**src/rtl/ace_loader_pkg.sv**
```systemverilog
// Shared types and constants for the Jupiter Ace .ACE snapshot loader.
package ace_loader_pkg;

    typedef enum logic [2:0] {
        IDLE,
        START,
        LIT,
        CNT,
        RUNDAT,
        WRITE,
        FILL,
        END
    } state_t;

    localparam logic [7:0]  ACE_ESC      = 8'hED;
    localparam logic [15:0] ACE_RAM_BASE = 16'h2000;
    localparam logic [15:0] ACE_ADDR_TOP = 16'hFFFF;

endpackage

```
**src/rtl/ace_wr_port.sv**
```systemverilog
// Registered req/gnt write holder: keeps addr/data stable until granted,
// advances the address per grant and flags once the top address was written.
module ace_wr_port
    import ace_loader_pkg::*;
#(
    parameter logic [15:0] BASE_ADDR = ACE_RAM_BASE
) (
    input  logic        i_clk,
    input  logic        i_reset,
    input  logic        i_init,
    input  logic        i_issue,
    input  logic        i_keep,
    input  logic [7:0]  i_data,
    input  logic        i_gnt,
    output logic        o_req,
    output logic [15:0] o_addr,
    output logic [7:0]  o_data,
    output logic        o_at_top,
    output logic        o_full
);

    logic        r_req;
    logic [15:0] r_addr;
    logic [7:0]  r_data;
    logic        r_full;
    logic        w_at_top;

    assign w_at_top = (r_addr == ACE_ADDR_TOP);

    // The address never wraps: a grant at the top only marks the port full.
    always_ff @(posedge i_clk) begin
        if (i_reset || i_init) begin
            r_req  <= 1'b0;
            r_addr <= BASE_ADDR;
            r_data <= 8'h00;
            r_full <= 1'b0;
        end else if (r_req && i_gnt) begin
            r_req <= i_keep & ~w_at_top;
            if (w_at_top) begin
                r_full <= 1'b1;
            end else begin
                r_addr <= r_addr + 16'd1;
            end
        end else if (i_issue) begin
            r_req  <= 1'b1;
            r_data <= i_data;
        end
    end

    assign o_req    = r_req;
    assign o_addr   = r_addr;
    assign o_data   = r_data;
    assign o_at_top = w_at_top;
    assign o_full   = r_full;

endmodule

```
**src/rtl/ace_tap_loader.sv**
```systemverilog
// Expands an ED-escaped .ACE stream from the HPS ioctl channel into Jupiter
// Ace RAM, stalling the stream with ioctl_wait while writes are outstanding.
module ace_tap_loader
    import ace_loader_pkg::*;
#(
    parameter logic [15:0] BASE_ADDR  = ACE_RAM_BASE,
    parameter logic [7:0]  ESC        = ACE_ESC,
    parameter int unsigned RST_CYCLES = 4
) (
    input  logic        i_clk_sys,
    input  logic        i_reset,
    input  logic        i_ioctl_download,
    input  logic [7:0]  i_ioctl_index,
    input  logic        i_ioctl_wr,
    input  logic [7:0]  i_ioctl_dout,
    output logic        o_ioctl_wait,
    output logic        o_cpu_reset,
    output logic        o_mem_req,
    input  logic        i_mem_gnt,
    output logic [15:0] o_mem_addr,
    output logic [7:0]  o_mem_data,
    output logic        o_busy,
    output logic        o_err
);

    localparam logic [7:0] RST_LAST = 8'(RST_CYCLES - 1);

    state_t      r_state;
    state_t      w_next;
    logic        r_dl_d;
    logic        r_wait;
    logic        r_cpu_reset;
    logic        r_busy;
    logic        r_err;
    logic [7:0]  r_cnt;
    logic [7:0]  r_rst_cnt;

    logic        w_rise;
    logic        w_wr;
    logic        w_gnt;
    logic        w_esc;
    logic        w_dl;
    logic        w_req;
    logic        w_full;
    logic        w_at_top;
    logic        w_ovf;
    logic        w_init;
    logic        w_issue;
    logic        w_keep;
    logic        w_wait_nxt;
    logic        w_cpu_reset_nxt;
    logic        w_busy_nxt;
    logic        w_err_nxt;
    logic [15:0] w_addr;
    logic [7:0]  w_data;

    assign w_dl   = i_ioctl_download;
    assign w_rise = i_ioctl_download & ~r_dl_d;
    assign w_wr   = i_ioctl_wr & ~r_wait;
    assign w_gnt  = w_req & i_mem_gnt;
    assign w_esc  = (i_ioctl_dout == ESC);

    // A write that would have to follow address FFFF is refused instead of issued.
    assign w_ovf = (w_dl & w_wr & w_full & (((r_state == LIT) & ~w_esc) | (r_state == RUNDAT)))
                 | ((r_state == FILL) & w_gnt & (r_cnt != 8'd1) & w_at_top);

    // State register, counters and registered outputs.
    always_ff @(posedge i_clk_sys) begin
        if (i_reset) begin
            r_state     <= IDLE;
            r_dl_d      <= 1'b1;
            r_wait      <= 1'b0;
            r_cpu_reset <= 1'b0;
            r_busy      <= 1'b0;
            r_err       <= 1'b0;
            r_cnt       <= 8'd0;
            r_rst_cnt   <= 8'd0;
        end else begin
            r_state     <= w_next;
            r_dl_d      <= i_ioctl_download;
            r_wait      <= w_wait_nxt;
            r_cpu_reset <= w_cpu_reset_nxt;
            r_busy      <= w_busy_nxt;
            r_err       <= w_err_nxt;
            r_rst_cnt   <= (r_state == START) ? r_rst_cnt + 8'd1 : 8'd0;
            if ((r_state == CNT) && (w_next == RUNDAT)) begin
                r_cnt <= i_ioctl_dout;
            end else if ((r_state == FILL) && w_gnt) begin
                r_cnt <= r_cnt - 8'd1;
            end
        end
    end

    // Next-state decode; pending writes always complete before IDLE.
    always_comb begin
        w_next = r_state;
        case (r_state)
            IDLE:    w_next = (w_rise && (i_ioctl_index != 8'd0)) ? START : IDLE;
            START:   w_next = (r_rst_cnt == RST_LAST) ? LIT : START;
            LIT: begin
                if (!w_dl)        w_next = IDLE;
                else if (!w_wr)   w_next = LIT;
                else if (w_esc)   w_next = CNT;
                else if (w_full)  w_next = END;
                else              w_next = WRITE;
            end
            CNT: begin
                if (!w_dl)                        w_next = IDLE;
                else if (!w_wr)                   w_next = CNT;
                else if (i_ioctl_dout == 8'd0)    w_next = END;
                else                              w_next = RUNDAT;
            end
            RUNDAT: begin
                if (!w_dl)        w_next = IDLE;
                else if (!w_wr)   w_next = RUNDAT;
                else if (w_full)  w_next = END;
                else              w_next = FILL;
            end
            WRITE:   w_next = !w_gnt ? WRITE : (w_dl ? LIT : IDLE);
            FILL: begin
                if (!w_gnt)               w_next = FILL;
                else if (r_cnt == 8'd1)   w_next = w_dl ? LIT : IDLE;
                else if (w_at_top)        w_next = w_dl ? END : IDLE;
                else                      w_next = FILL;
            end
            END:     w_next = w_dl ? END : IDLE;
            default: w_next = IDLE;
        endcase
    end

    // Next values of the registered outputs and write-port controls.
    always_comb begin
        w_init          = (r_state == IDLE) && (w_next == START);
        w_issue         = ((r_state == LIT) && (w_next == WRITE))
                       || ((r_state == RUNDAT) && (w_next == FILL));
        w_keep          = (r_state == FILL) && (r_cnt != 8'd1);
        w_wait_nxt      = (w_next == START) || (w_next == WRITE) || (w_next == FILL);
        w_cpu_reset_nxt = (w_next == START);
        w_busy_nxt      = (w_next != IDLE);
        if (w_init) begin
            w_err_nxt = 1'b0;
        end else if (((r_state == CNT) || (r_state == RUNDAT)) && !w_dl) begin
            w_err_nxt = 1'b1;
        end else if (w_ovf) begin
            w_err_nxt = 1'b1;
        end else begin
            w_err_nxt = r_err;
        end
    end

    ace_wr_port #(
        .BASE_ADDR (BASE_ADDR)
    ) u_wr_port (
        .i_clk    (i_clk_sys),
        .i_reset  (i_reset),
        .i_init   (w_init),
        .i_issue  (w_issue),
        .i_keep   (w_keep),
        .i_data   (i_ioctl_dout),
        .i_gnt    (i_mem_gnt),
        .o_req    (w_req),
        .o_addr   (w_addr),
        .o_data   (w_data),
        .o_at_top (w_at_top),
        .o_full   (w_full)
    );

    assign o_ioctl_wait = r_wait;
    assign o_cpu_reset  = r_cpu_reset;
    assign o_mem_req    = w_req;
    assign o_mem_addr   = w_addr;
    assign o_mem_data   = w_data;
    assign o_busy       = r_busy;
    assign o_err        = r_err;

endmodule

```
**config.mk**
```make
export PLATFORM = sky130hd
export DESIGN_NAME = ace_tap_loader
export DESIGN_NICKNAME = d
export VERILOG_FILES = /design/src/rtl/ace_loader_pkg.sv /design/src/rtl/ace_wr_port.sv /design/src/rtl/ace_tap_loader.sv
export SDC_FILE = /design/constraint.sdc
export NUM_CORES = 1
export LEC_CHECK = 0
export BUFFER_PORTS_ARGS = -buffer_cell sky130_fd_sc_hd__buf_2
export CORE_ASPECT_RATIO = 0.7
export CORE_MARGIN = 1.5
export CORE_UTILIZATION = 32
export CTS_BUF_LIST = sky130_fd_sc_hd__clkbuf_4 sky130_fd_sc_hd__clkbuf_8 sky130_fd_sc_hd__clkbuf_16
export DETAILED_ROUTE_END_ITERATION = 10
export SYNTH_ARGS = -nofsm -noshare
export SYNTH_HDL_FRONTEND = slang
export SYNTH_SLANG_ARGS = --single-unit
```
**constraint.sdc**
```tcl
create_clock -name i_clk_sys -period 4.32 [get_ports i_clk_sys]
set_input_delay 0.432 -clock i_clk_sys [delete_from_list [all_inputs] [get_ports i_clk_sys]]
set_output_delay 0.432 -clock i_clk_sys [all_outputs]
set_load 0.03 [all_outputs]
```
Word level (Yosys, flattened, before mapping)
Index checks and enable logic that the tools add are counted.
Cells by class
  add/subtract/negate cells: 3
  equal/unequal tests: 16
  mux-type cells: 25
  bitwise operators: 19
  reductions and logical operators: 27
Operators with widths (count)
  3-bit 2-to-1 mux: 11
  3-bit case mux with 8 select lines: 1
  3-bit equality test, second input constant: 7
  16-bit by 1-bit adder with 16-bit output, second input constant: 1
  16-bit equality test, second input constant: 1
  8-bit 2-to-1 mux: 2
  1-bit AND: 11
  2-bit 2-to-1 mux: 5
  1-bit logical AND: 9
  8-bit by 1-bit adder with 8-bit output, second input constant: 1
  8-bit by 1-bit equality test with 1-bit output, second input constant: 1
  8-bit by 2-bit equality test with 1-bit output, second input constant: 1
  8-bit equality test, second input constant: 1
  8-bit logical NOT: 1
  8-bit by 1-bit != test with 1-bit output, second input constant: 1
  8-bit nonzero test: 1
  8-bit by 1-bit subtractor with 8-bit output, second input constant: 1
  3-bit by 1-bit equality test with 1-bit output, second input constant: 2
  3-bit by 2-bit equality test with 1-bit output, second input constant: 2
  1-bit 2-to-1 mux: 6
  1-bit NOT: 6
  2-bit AND reduction: 3
  2-bit nonzero test: 3
  1-bit logical OR: 5
  other kinds (5): 7
Word-level totals
  bits in registers: 50
  input bits: 21
  output and inout port bits: 29

Depth between registers and ports, before layout
Gate-level depths: netlist (run 1).
  word-level depth: 10
  mapped depth: 9
  depth with buffers taken out: 8

Modules after synthesis
Synthesis (run 1) repeated with hierarchy kept, for this count alone.
Second synthesis, totals
  cell total of the unflattened synthesis: 309
  area, all modules: 2691.3 µm²
Modules (own cells, without submodules)
  ace_tap_loader: instances 1, cells each 171, area an instance 1508.9 µm², seq. area each 480.5 µm²
  ace_wr_port: instances 1, cells each 138, area an instance 1182.4 µm², seq. area each 520.5 µm²

Worst setup path after synthesis (run 1)
OpenSTA, ideal clock, no wires.
  path type: register -> register
  start: reg u_wr_port.r_addr[0], in the netlist u_wr_port.o_addr[0]
  end: reg r_cnt[0]
  library setup time: 0.121 ns
  data arrival time: 2.761 ns
  setup slack: 1.438 ns
  cell stages (with the launch flop): 8
  buffers on the path: 0
  cells stage by stage: dfxtp_1 ha_1 and2_1 nand4_2 o21a_1 or4_4 a2111oi_4 mux2_2
Between the ends
  longest elaborated chain between the ends: 8
RTL lines
  start: declaration: RTL line ace_wr_port.sv:23  | logic [15:0] r_addr;
  start signal: assignment: RTL line ace_wr_port.sv:42  | r_addr <= r_addr + 16'd1;
  16-bit equality test (*): RTL line ace_wr_port.sv:28  | assign w_at_top = (r_addr == ACE_ADDR_TOP);
  3-bit 2-to-1 mux (*): RTL line ace_tap_loader.sv:123  | else if (w_at_top) w_next = w_dl ? END : IDLE;
  3-bit 2-to-1 mux (*): RTL line ace_tap_loader.sv:122  | else if (r_cnt == 8'd1) w_next = w_dl ? LIT : IDLE;
  3-bit 2-to-1 mux (*): RTL line ace_tap_loader.sv:121  | if (!w_gnt) w_next = FILL;
  3-bit case mux with 8 select lines (*): RTL line ace_tap_loader.sv:97  | case (r_state)
  3-bit equality test (*): RTL line ace_tap_loader.sv:86  | if ((r_state == CNT) && (w_next == RUNDAT)) begin
  1-bit logical AND (*): RTL line ace_tap_loader.sv:86
  8-bit 2-to-1 mux or 2-bit nonzero test (tied branches)
  end signal: assignment: RTL line ace_tap_loader.sv:87  | r_cnt <= i_ioctl_dout;
  end signal: assignment: RTL line ace_tap_loader.sv:89  | r_cnt <= r_cnt - 8'd1;
  end: declaration: RTL line ace_tap_loader.sv:35  | logic [7:0] r_cnt;
Mark *: on every way between the ends. The rest lies on a longest branch, timed or not.
A chain may end at the register's enable or synchronous reset.

Final worst setup path (run 1)
  start: reg u_wr_port.r_addr[0], in the netlist u_wr_port.o_addr[0]
  end: reg r_cnt[6]
Same word-level chain as after synthesis.

==> results.tsv, run 1 <==
stage	metric	value	unit
yosys	Synth Instances	302	
setup_path	flop2flop setup slack	1.33	ns
route	1st-iter DRT viols	191	
setup_path	critical path launch point type	register	
route	average wire per standard cell	14.0	µm
yosys	Syn Nets	327	
die	die width	110	µm
cts	CTS Hold Bufs	0	
place	GPL Wtd Cong	0.886	
yosys	Post-synth top cells	50 x dfxtp_1, 43 x nor2_1, 36 x nand2_1, 17 x xor2_1, 12 x nand3_1	
setup_path	CP required	4.49	ns
cts	deepest level of the CTS H-tree	2	
cts	clock buffer depth	2	
cts	worst skew pair latency	0.29	ns
global_route	overall routing resource usage	14.8	%
sta	Setup WS post-layout	1.33	ns
run	Max-cap violations	0	
cts	Reg clk slew, reported paths	0.07	ns
sta	fin. max-slew vios	0	
setup_path	crit path kind	reg2reg	
finish	diode count	0	
sta	fmax	0.335	GHz
yosys	Yosys reg bits	50	
yosys	post-synth top area cell	dfxtp_1	
finish	share of layout cells above drive strength 1	21.8	%
cts	post-cts sizing count	0	
sta	post-route clock period utilization	69.2	%
sta	# setup viols final	0	
route	routed vias/inst	5.02	
finish	Final nets	372	
cts	clock sinks	50	
route	Pre-Repair DR Iteration Count	4	
setup_path	Worst setup EP type	register	
sta	setup_tns	0	ns
die	starting density of the core	33.0	%
setup_path	crit path max fanout	8	
global_route	vias in the first global route	1982	
yosys	count leader, synth	dfxtp_1	
route	Final ANT Viol Nets	0	
place	Placement Setup Slack	1.41	ns
die	die area	0.00863	mm²
die	die height	78.2	µm
yosys	warnings from Yosys	0	
route	DRC violations left	0	
global_route	largest net degree at the start of global routing	26	
sta	unrepaired setup endpoints after global routing	false	
global_route	global route total overflow	0	
cts	CTS tree	done	
finish	Area Growth Syn to Fin	19.4	%
place	PortBufs	49	
route	total wire length	6.29	mm
die	FP Rows	27	
yosys	count of different cell masters after synthesis	45	
sta	final hold vios	0	
yosys	synthesized area	0.00258	mm²
yosys	Synth async-reset ratio	0	%
min_path	worst hold path class	in2reg	
global_route	first-pass GRT wire length	9.83	mm
route	vias	2256	
cts	CTS root buf	clkbuf_16	
die	I/O pins	50	
setup_path	arrival time at the worst endpoint	3.16	ns
sta	Tightest Pin Transition	1.10	ns
place	Final HPWL DP	4.69	mm
power_and_ir_drop	pwr/cell area	314	mW/mm²
yosys	area share of the largest cell type after synthesis	38.8	%
sta	final worst clock skew	0.00775	ns
global_route	initial antenna violation count	0	
sta	slew margin rel.	24.9	%
outcome	outcome	complete, no violations	
sta	Period minus WS final	2.99	ns
yosys	Synth Area per Inst	8.55	µm²
cts	Inserted Clock Buffers	5	
yosys	post-synthesis sequential area ratio	38.8	%
yosys	Synth area leaders	dfxtp_1 39%, nor2_1 6.3%, xor2_1 5.8%	
power_and_ir_drop	LEAKAGE	1.28	nW
yosys	ys flop type	dfxtp_1	
power_and_ir_drop	Peak VDD IR	149	µV
die	Core Footprint	0.00784	mm²
yosys	Post-synth EDFFs	0	
cts	# Post-CTS Setup Buffers	0	
metrics by stage:
stage                     area [µm²]  util, %  hold slack, ns  cells  power [mW]
after global placement          2910     37.2           0.442    441       0.528
final                           3080     39.4           0.423    449       0.970
after detailed placement        2910     37.2           0.451    441       0.528
after CTS                       3080     39.4           0.418    449       0.978
after floorplan                 2580        -           0.426    302       0.505
after global routing            3080     39.4           0.438    449        1.01
flip-flops by register name (all words and copies together), names as in the netlist:
name	count
u_wr_port.o_data	8
u_wr_port.o_req	1
r_state	3
u_wr_port.o_full	1
o_err	1
r_dl_d	1
r_rst_cnt	8
r_cnt	8
u_wr_port.o_addr	16
o_busy	1
o_ioctl_wait	1
o_cpu_reset	1
power by group:
part	total (mW)	switching (mW)	internal, mW	leakage, nW
clock network	0.452	0.172	0.280	0.0805
registers	0.466	0.00268	0.464	0.403
logic	0.0514	0.0332	0.0182	0.795
total	0.970	0.208	0.762	1.28
critical path, cell delays in order, from the launching register on:
cell and delay [ns]:
dfxtp_1 0.41, ha_1 0.26, and2_1 0.18, nand4_2 0.15
o21a_1 0.23, or4_4 0.54, a2111oi_4 0.70, mux2_2 0.41
kinds of logic after synthesis:
kind of cell / synth area share [%]
compound gates: 8.77
xor+xnor: 9.16
fa+ha+maj: 1.94
buf+inv: 2.57
flops: 38.8
mux: 7.36
simple gates: 31.4
placed cells by master, fill, tap and decap left out, drive strengths merged, types with 2 or more instances in the layout:
master and instances:
or2 3, a21oi 8, nand2 36, o32ai 2
mux2 8, a31oi 4, and2 4, mux2i 10
or4 2, ha 4, nor3b 4, nand4 7
clkbuf 6, nor2 43, o22ai 3, inv 5
xor2 17, nor2b 11, nor4b 2, nand3 12
dfxtp 50, nor3 6, xnor2 10, a2111oi 3
a31o 2, o21ai 2, nor4 8, or3 2
nand2b 5, buf 50, and4 5, and3 4
layer usage:
metal	vias up	global-route usage, %	share of wire (%)
met2	64	20.8	41
li1	1147	-	-
met5	-	0	0
met4	0	3.33	0.70
met3	5	3.82	6.2
met1	1040	22.2	52
layout make-up:
| type | count | area [µm²] |
|---|---|---|
| repair buffers | 50 | 253 |
| clock inverters | 2 | 37.5 |
| multi-input cells | 235 | 1520 |
| fillers | 823 | 4750 |
| flip-flops and latches | 50 | 1000 |
| well taps | 101 | 126 |
| clock buffers | 6 | 133 |
| inverters | 5 | 18.8 |
final timing paths:
kind / startpoint / end / cells after the start
worst max-delay path: u_wr_port.o_addr[0] / r_cnt[6] / 7
worst max register to register: u_wr_port.o_addr[0] / r_cnt[6] / 7
worst min-delay path: i_ioctl_dout[2] / u_wr_port.o_data[2] / 3
worst min register to register: u_wr_port.o_data[1] / u_wr_port.o_data[1] / 2
(Power assumes the default switching activity.)
==> inputs of run 2 (changes only) <==
==> constraint.sdc (replaced) <==
create_clock -name i_clk_sys -period 2.55 [get_ports i_clk_sys]
set_input_delay 0.255 -clock i_clk_sys [delete_from_list [all_inputs] [get_ports i_clk_sys]]
set_output_delay 0.255 -clock i_clk_sys [all_outputs]
set_load 0.03 [all_outputs]
==> results.tsv, run 2 (synthesis gave the netlist of run 1 again) <==
stage	metric	value	unit
outcome	outcome	complete, no violations	
cts	clock sinks	50	
route	Pre-Repair DR Iteration Count	4	
cts	Reg clk slew, reported paths	0.06	ns
sta	fin. max-slew vios	0	
die	die width	110	µm
place	placed cells	450	
setup_path	cell family with most CP delay	simple AND/OR/NAND/NOR gates	
setup_path	Max stage delay on crit path	0.51	ns
finish	diode count	0	
run	Max-cap violations	0	
finish	most common cell after layout, fill and taps aside	buf_2	
finish	Non-Filler Instances	459	
finish	fill count	788	
route	average wire per standard cell	14.3	µm
power_and_ir_drop	sw power	364	µW
power_and_ir_drop	total power draw	1.56	mW
global_route	first-pass GRT wire length	10.9	mm
cts	Inserted Clock Buffers	5	
place	Placement Setup Slack	-0.00401	ns
setup_path	Reg2Reg Depth	9	
global_route	overall routing resource usage	16.2	%
min_path	worst hold path depth	3	
setup_path	CP Cell Sequence	inv_1 > ha_1 > nor3b_4 > a31oi_2 > o21a_1 > or4_4 > a2111oi_4 > buf_12 > mux2_4	
die	Core Footprint	0.00784	mm²
setup_path	Worst setup EP type	register	
setup_path	Buf/Inv on CP	2	
route	Final ANT Viol Nets	0	
die	I/O pins	50	
sta	Tightest Pin Transition	1.08	ns
cts	CTS tree	done	
min_path	worst hold path class	in2reg	
route	1st-iter DRT viols	203	
finish	max reg flops	16	
finish	Area Growth Syn to Fin	26.2	%
finish	commonest non-fill, non-tap cells in the layout	49 x buf_2, 43 x nor2_1, 36 x nand2_1, 34 x dfxtp_1, 17 x xor2_1	
route	total wire length	6.56	mm
die	FP Rows	27	
finish	share of layout cells above drive strength 1	29.9	%
sta	setup_tns	0	ns
setup_path	CP required	2.73	ns
setup_path	critical path launch point type	register	
route	routed vias/inst	5.01	
power_and_ir_drop	Peak VDD IR	281	µV
global_route	vias in the first global route	2203	
power_and_ir_drop	pwr/cell area	477	mW/mm²
die	starting density of the core	33.0	%
setup_path	flop2flop setup slack	0.09	ns
power_and_ir_drop	clock group share of total power	43.9	%
power_and_ir_drop	sequential share of power	50.3	%
sta	final hold vios	0	
route	vias	2301	
global_route	initial antenna violation count	0	
die	die area	0.00863	mm²
cts	CTS root buf	clkbuf_16	
setup_path	arrival time at the worst endpoint	2.64	ns
finish	Final nets	382	
place	GPL Wtd Cong	0.952	
setup_path	R2R Path End	r_cnt[6]	
cts	clock buffer depth	2	
place	Final HPWL DP	4.88	mm
setup_path	critical path's slowest cell	or4_4	
route	DRC violations left	0	
power_and_ir_drop	combinational power share	5.8	%
setup_path	reg2reg start	r_cnt[1]	
sta	# setup viols final	0	
sta	Setup WS post-layout	0.0944	ns
global_route	largest net degree at the start of global routing	26	
sta	post-route clock period utilization	96.3	%
cts	CTS Hold Bufs	0	
cts	deepest level of the CTS H-tree	2	
power_and_ir_drop	LEAKAGE	1.35	nW
setup_path	crit path kind	reg2reg	
power_and_ir_drop	internal power	1.19	mW
power_and_ir_drop	switching share of power	23.4	%
finish	utilization after layout	41.6	%
sta	Period minus WS final	2.46	ns
global_route	global route total overflow	0	
min_path	Hold EP	u_wr_port.o_data[3]	
setup_path	crit path max fanout	8	
setup_path	CP Depth	9	
min_path	min-delay src	i_ioctl_dout[3]	
place	PortBufs	49	
sta	fmax	0.407	GHz
die	die height	78.2	µm
cts	worst skew pair latency	0.29	ns
sta	unrepaired setup endpoints after global routing	false	
sta	final worst clock skew	0.00699	ns
sta	slew margin rel.	28.0	%
run 2: cell count changes in the layout (fill, tap and decap cells not counted), sizes merged:
cell / change
buf: +10
bufinv: -1
clkinv: +1
clkinvlp: -1
inv: +1
run 2: cell type report:
| class | count | area [µm²] | area share (%) |
|---|---|---|---|
| tap | 101 | 126 | 3.88 |
| sequential | 50 | 1040 | 31.9 |
| clock buffer | 6 | 133 | 4.07 |
| inverter | 5 | 18.8 | 0.576 |
| clock inverter | 2 | 17.5 | 0.537 |
| timing repair buffer | 60 | 340 | 10.4 |
| multi-input combinational | 235 | 1590 | 48.6 |
run 2: how the worst max path moves through the flow:
stage,startpoint,endpoint
global placement,r_cnt[1],r_cnt[5]
finish,r_cnt[1],r_cnt[6]
CTS,r_cnt[1],r_cnt[6]
global route,r_cnt[1],r_cnt[2]
detailed placement,r_cnt[1],r_cnt[7]
floorplan,u_wr_port.o_addr[1],r_cnt[0]
run 2: through the flow:
step                      hold slack (ns)  instance area (µm²)
after floorplan                     0.394                 2670
after global placement              0.441                 3080
after detailed placement            0.450                 3080
after CTS                           0.237                 3240
after global routing                0.252                 3260
final                               0.235                 3260
run 2: worst min-delay path: cells and delay by family:
kind / cells / cell delay (ns)
simple gates: 1 / 0.05
mux: 1 / 0.05
buf+inv: 1 / 0.12
run 2: timing repair:
action	in CTS	in global routing
setup endpoints to repair	7	7
resized for setup	1	2
buffers inserted	0	1
pin swaps	0	2
run 2: power groups by stage:
stage | registers [mW] | logic [mW] | clock network, mW
after floorplan | 0.803 | 0.0459 | 0
after global placement | 0.800 | 0.0918 | 0
after detailed placement | 0.800 | 0.0911 | 0
after CTS | 0.781 | 0.0916 | 0.707
after global routing | 0.782 | 0.101 | 0.733
final | 0.782 | 0.0905 | 0.683
run 2: metal layers:
layer  share of wire, %  up-vias  global-route usage [%]
met5                  0        -                       0
met4                1.3        0                    5.77
met3                5.2        7                    3.49
met2                 44       70                    24.3
met1                 49     1060                    22.7
li1                   -     1164                       -
==> inputs of run 3 (changes only) <==
--- a/config.mk
+++ b/config.mk
@@ -9,8 +9,9 @@
 export CORE_ASPECT_RATIO = 0.7
 export CORE_MARGIN = 1.5
 export CORE_UTILIZATION = 32
-export CTS_BUF_LIST = sky130_fd_sc_hd__clkbuf_4 sky130_fd_sc_hd__clkbuf_8 sky130_fd_sc_hd__clkbuf_16
+export CTS_BUF_LIST = sky130_fd_sc_hd__clkbuf_2 sky130_fd_sc_hd__clkbuf_4 sky130_fd_sc_hd__clkbuf_8
 export DETAILED_ROUTE_END_ITERATION = 10
+export SETUP_SLACK_MARGIN = 0.05
 export SYNTH_ARGS = -nofsm -noshare
 export SYNTH_HDL_FRONTEND = slang
 export SYNTH_SLANG_ARGS = --single-unit
==> results.tsv, run 3 (synthesis gave the netlist of run 1 again) <==
stage	metric	value	unit
outcome	outcome	complete, no violations	
min_path	worst hold path class	in2reg	
route	Pre-Repair DR Iteration Count	4	
cts	deepest level of the CTS H-tree	2	
cts	CTS root buf	clkbuf_8	
global_route	vias in the first global route	2191	
cts	CTS tree	done	
finish	most common cell after layout, fill and taps aside	buf_2	
finish	commonest non-fill, non-tap cells in the layout	49 x buf_2, 42 x nor2_1, 36 x nand2_1, 33 x dfxtp_1, 17 x xor2_1	
setup_path	CP Cell Sequence	inv_1 > ha_2 > nor3b_4 > a31oi_2 > o21a_1 > or4_4 > a2111oi_4 > buf_12 > mux2_4	
cts	clock sinks	50	
place	GPL Wtd Cong	0.952	
sta	# setup viols final	0	
setup_path	crit path max fanout	8	
finish	design area	0.00323	mm²
setup_path	Buf/Inv on CP	2	
cts	Reg clk slew, reported paths	0.10	ns
die	starting density of the core	33.0	%
route	routed vias/inst	4.97	
setup_path	Max stage delay on crit path	0.54	ns
sta	unrepaired setup endpoints after global routing	true	
route	average wire per standard cell	14.3	µm
sta	slew margin rel.	55.7	%
setup_path	CP required	2.75	ns
place	Placement Setup Slack	-0.00401	ns
cts	worst skew pair latency	0.31	ns
route	DRC violations left	0	
sta	Period minus WS final	2.46	ns
global_route	initial antenna violation count	0	
setup_path	crit path kind	reg2reg	
cts	Inserted Clock Buffers	5	
die	I/O pins	50	
die	FP Rows	27	
place	PortBufs	49	
sta	fin. max-slew vios	0	
place	Final HPWL DP	4.88	mm
sta	fmax	0.407	GHz
global_route	largest net degree at the start of global routing	26	
finish	Area Growth Syn to Fin	25.2	%
sta	post-route clock period utilization	96.3	%
min_path	worst hold path depth	3	
die	die height	78.2	µm
setup_path	Worst setup EP type	register	
sta	final worst clock skew	0.0110	ns
finish	share of layout cells above drive strength 1	31.6	%
finish	utilization after layout	41.3	%
power_and_ir_drop	Peak VDD IR	228	µV
route	total wire length	6.61	mm
sta	final hold vios	0	
route	Final ANT Viol Nets	0	
place	placed cells	450	
setup_path	cell family with most CP delay	simple AND/OR/NAND/NOR gates	
cts	clock buffer depth	2	
die	Core Footprint	0.00784	mm²
sta	Setup WS post-layout	0.0950	ns
power_and_ir_drop	pwr/cell area	421	mW/mm²
die	die area	0.00863	mm²
setup_path	arrival time at the worst endpoint	2.65	ns
route	1st-iter DRT viols	248	
finish	max reg flops	16	
finish	diode count	0	
finish	Final nets	385	
power_and_ir_drop	LEAKAGE	1.34	nW
sta	Tightest Pin Transition	0.663	ns
sta	setup_tns	0	ns
route	vias	2298	
place	Cell Area, Placed	0.00308	mm²
finish	Non-Filler Instances	462	
run	Max-cap violations	0	
setup_path	Reg2Reg Depth	9	
setup_path	critical path's slowest cell	or4_4	
die	die width	110	µm
global_route	overall routing resource usage	16.0	%
global_route	global route total overflow	0	
global_route	first-pass GRT wire length	10.8	mm
setup_path	critical path launch point type	register	
setup_path	CP Depth	9	
-- run 3: cell types whose count changed in the layout (fill, tap and decap cells not counted), sizes merged --
cell	delta
buf	+3
-- run 3: routing by layer --
metal,global-route usage [%],share of wire (%)
met1,22.6,49
met2,24.3,44
met3,3.24,5.9
met4,5.00,0.98
met5,0,0
-- run 3: what timing repair did --
| action | 4_1_cts | 5_1_grt |
|---|---|---|
| setup endpoints to repair | 7 | 8 |
| gates resized for setup | 1 | 6 |
| hold buffers | 0 | 0 |
| buffers inserted | 0 | 4 |
| cloned | 0 | 0 |
| pin swaps | 0 | 5 |
-- run 3: final cells by class --
cell class	count	area (µm²)
Tap cell	101	126
Inverter	5	18.8
Timing Repair Buffer	63	363
Clock buffer	6	76.3
Multi-Input combinational cell	235	1590
Clock inverter	2	17.5
Sequential cell	50	1040
Fill cell	791	4600
-- run 3: worst register-to-register path, cell delays in order, from the launching register on --
cell and delay (ns):
dfxtp_2 0.34, inv_1 0.08, ha_2 0.18, nor3b_4 0.20, a31oi_2 0.12, o21a_1 0.14, or4_4 0.54, a2111oi_4 0.27
buf_12 0.19, mux2_4 0.30
-- run 3: report_power, final --
part           total, mW  internal [mW]  switching (mW)
registers          0.782          0.777         0.00438
clock network      0.489          0.210           0.278
logic             0.0915         0.0337          0.0577
-- run 3: path summary, 6_finish.rpt --
path,endpoint,start,slack [ns]
min reg2reg,u_wr_port.o_data[3],u_wr_port.o_data[3],0.47
min,u_wr_port.o_data[6],i_ioctl_dout[6],0.22
max reg2reg,r_cnt[6],r_cnt[1],0.09
max,r_cnt[6],r_cnt[1],0.09
-- run 3: metrics by stage --
step | power [mW] | hold slack, ns
after global placement | 0.892 | 0.441
after CTS | 1.39 | 0.212
after global routing | 1.42 | 0.226
after detailed placement | 0.891 | 0.450
after floorplan | 0.849 | 0.394
final | 1.36 | 0.215
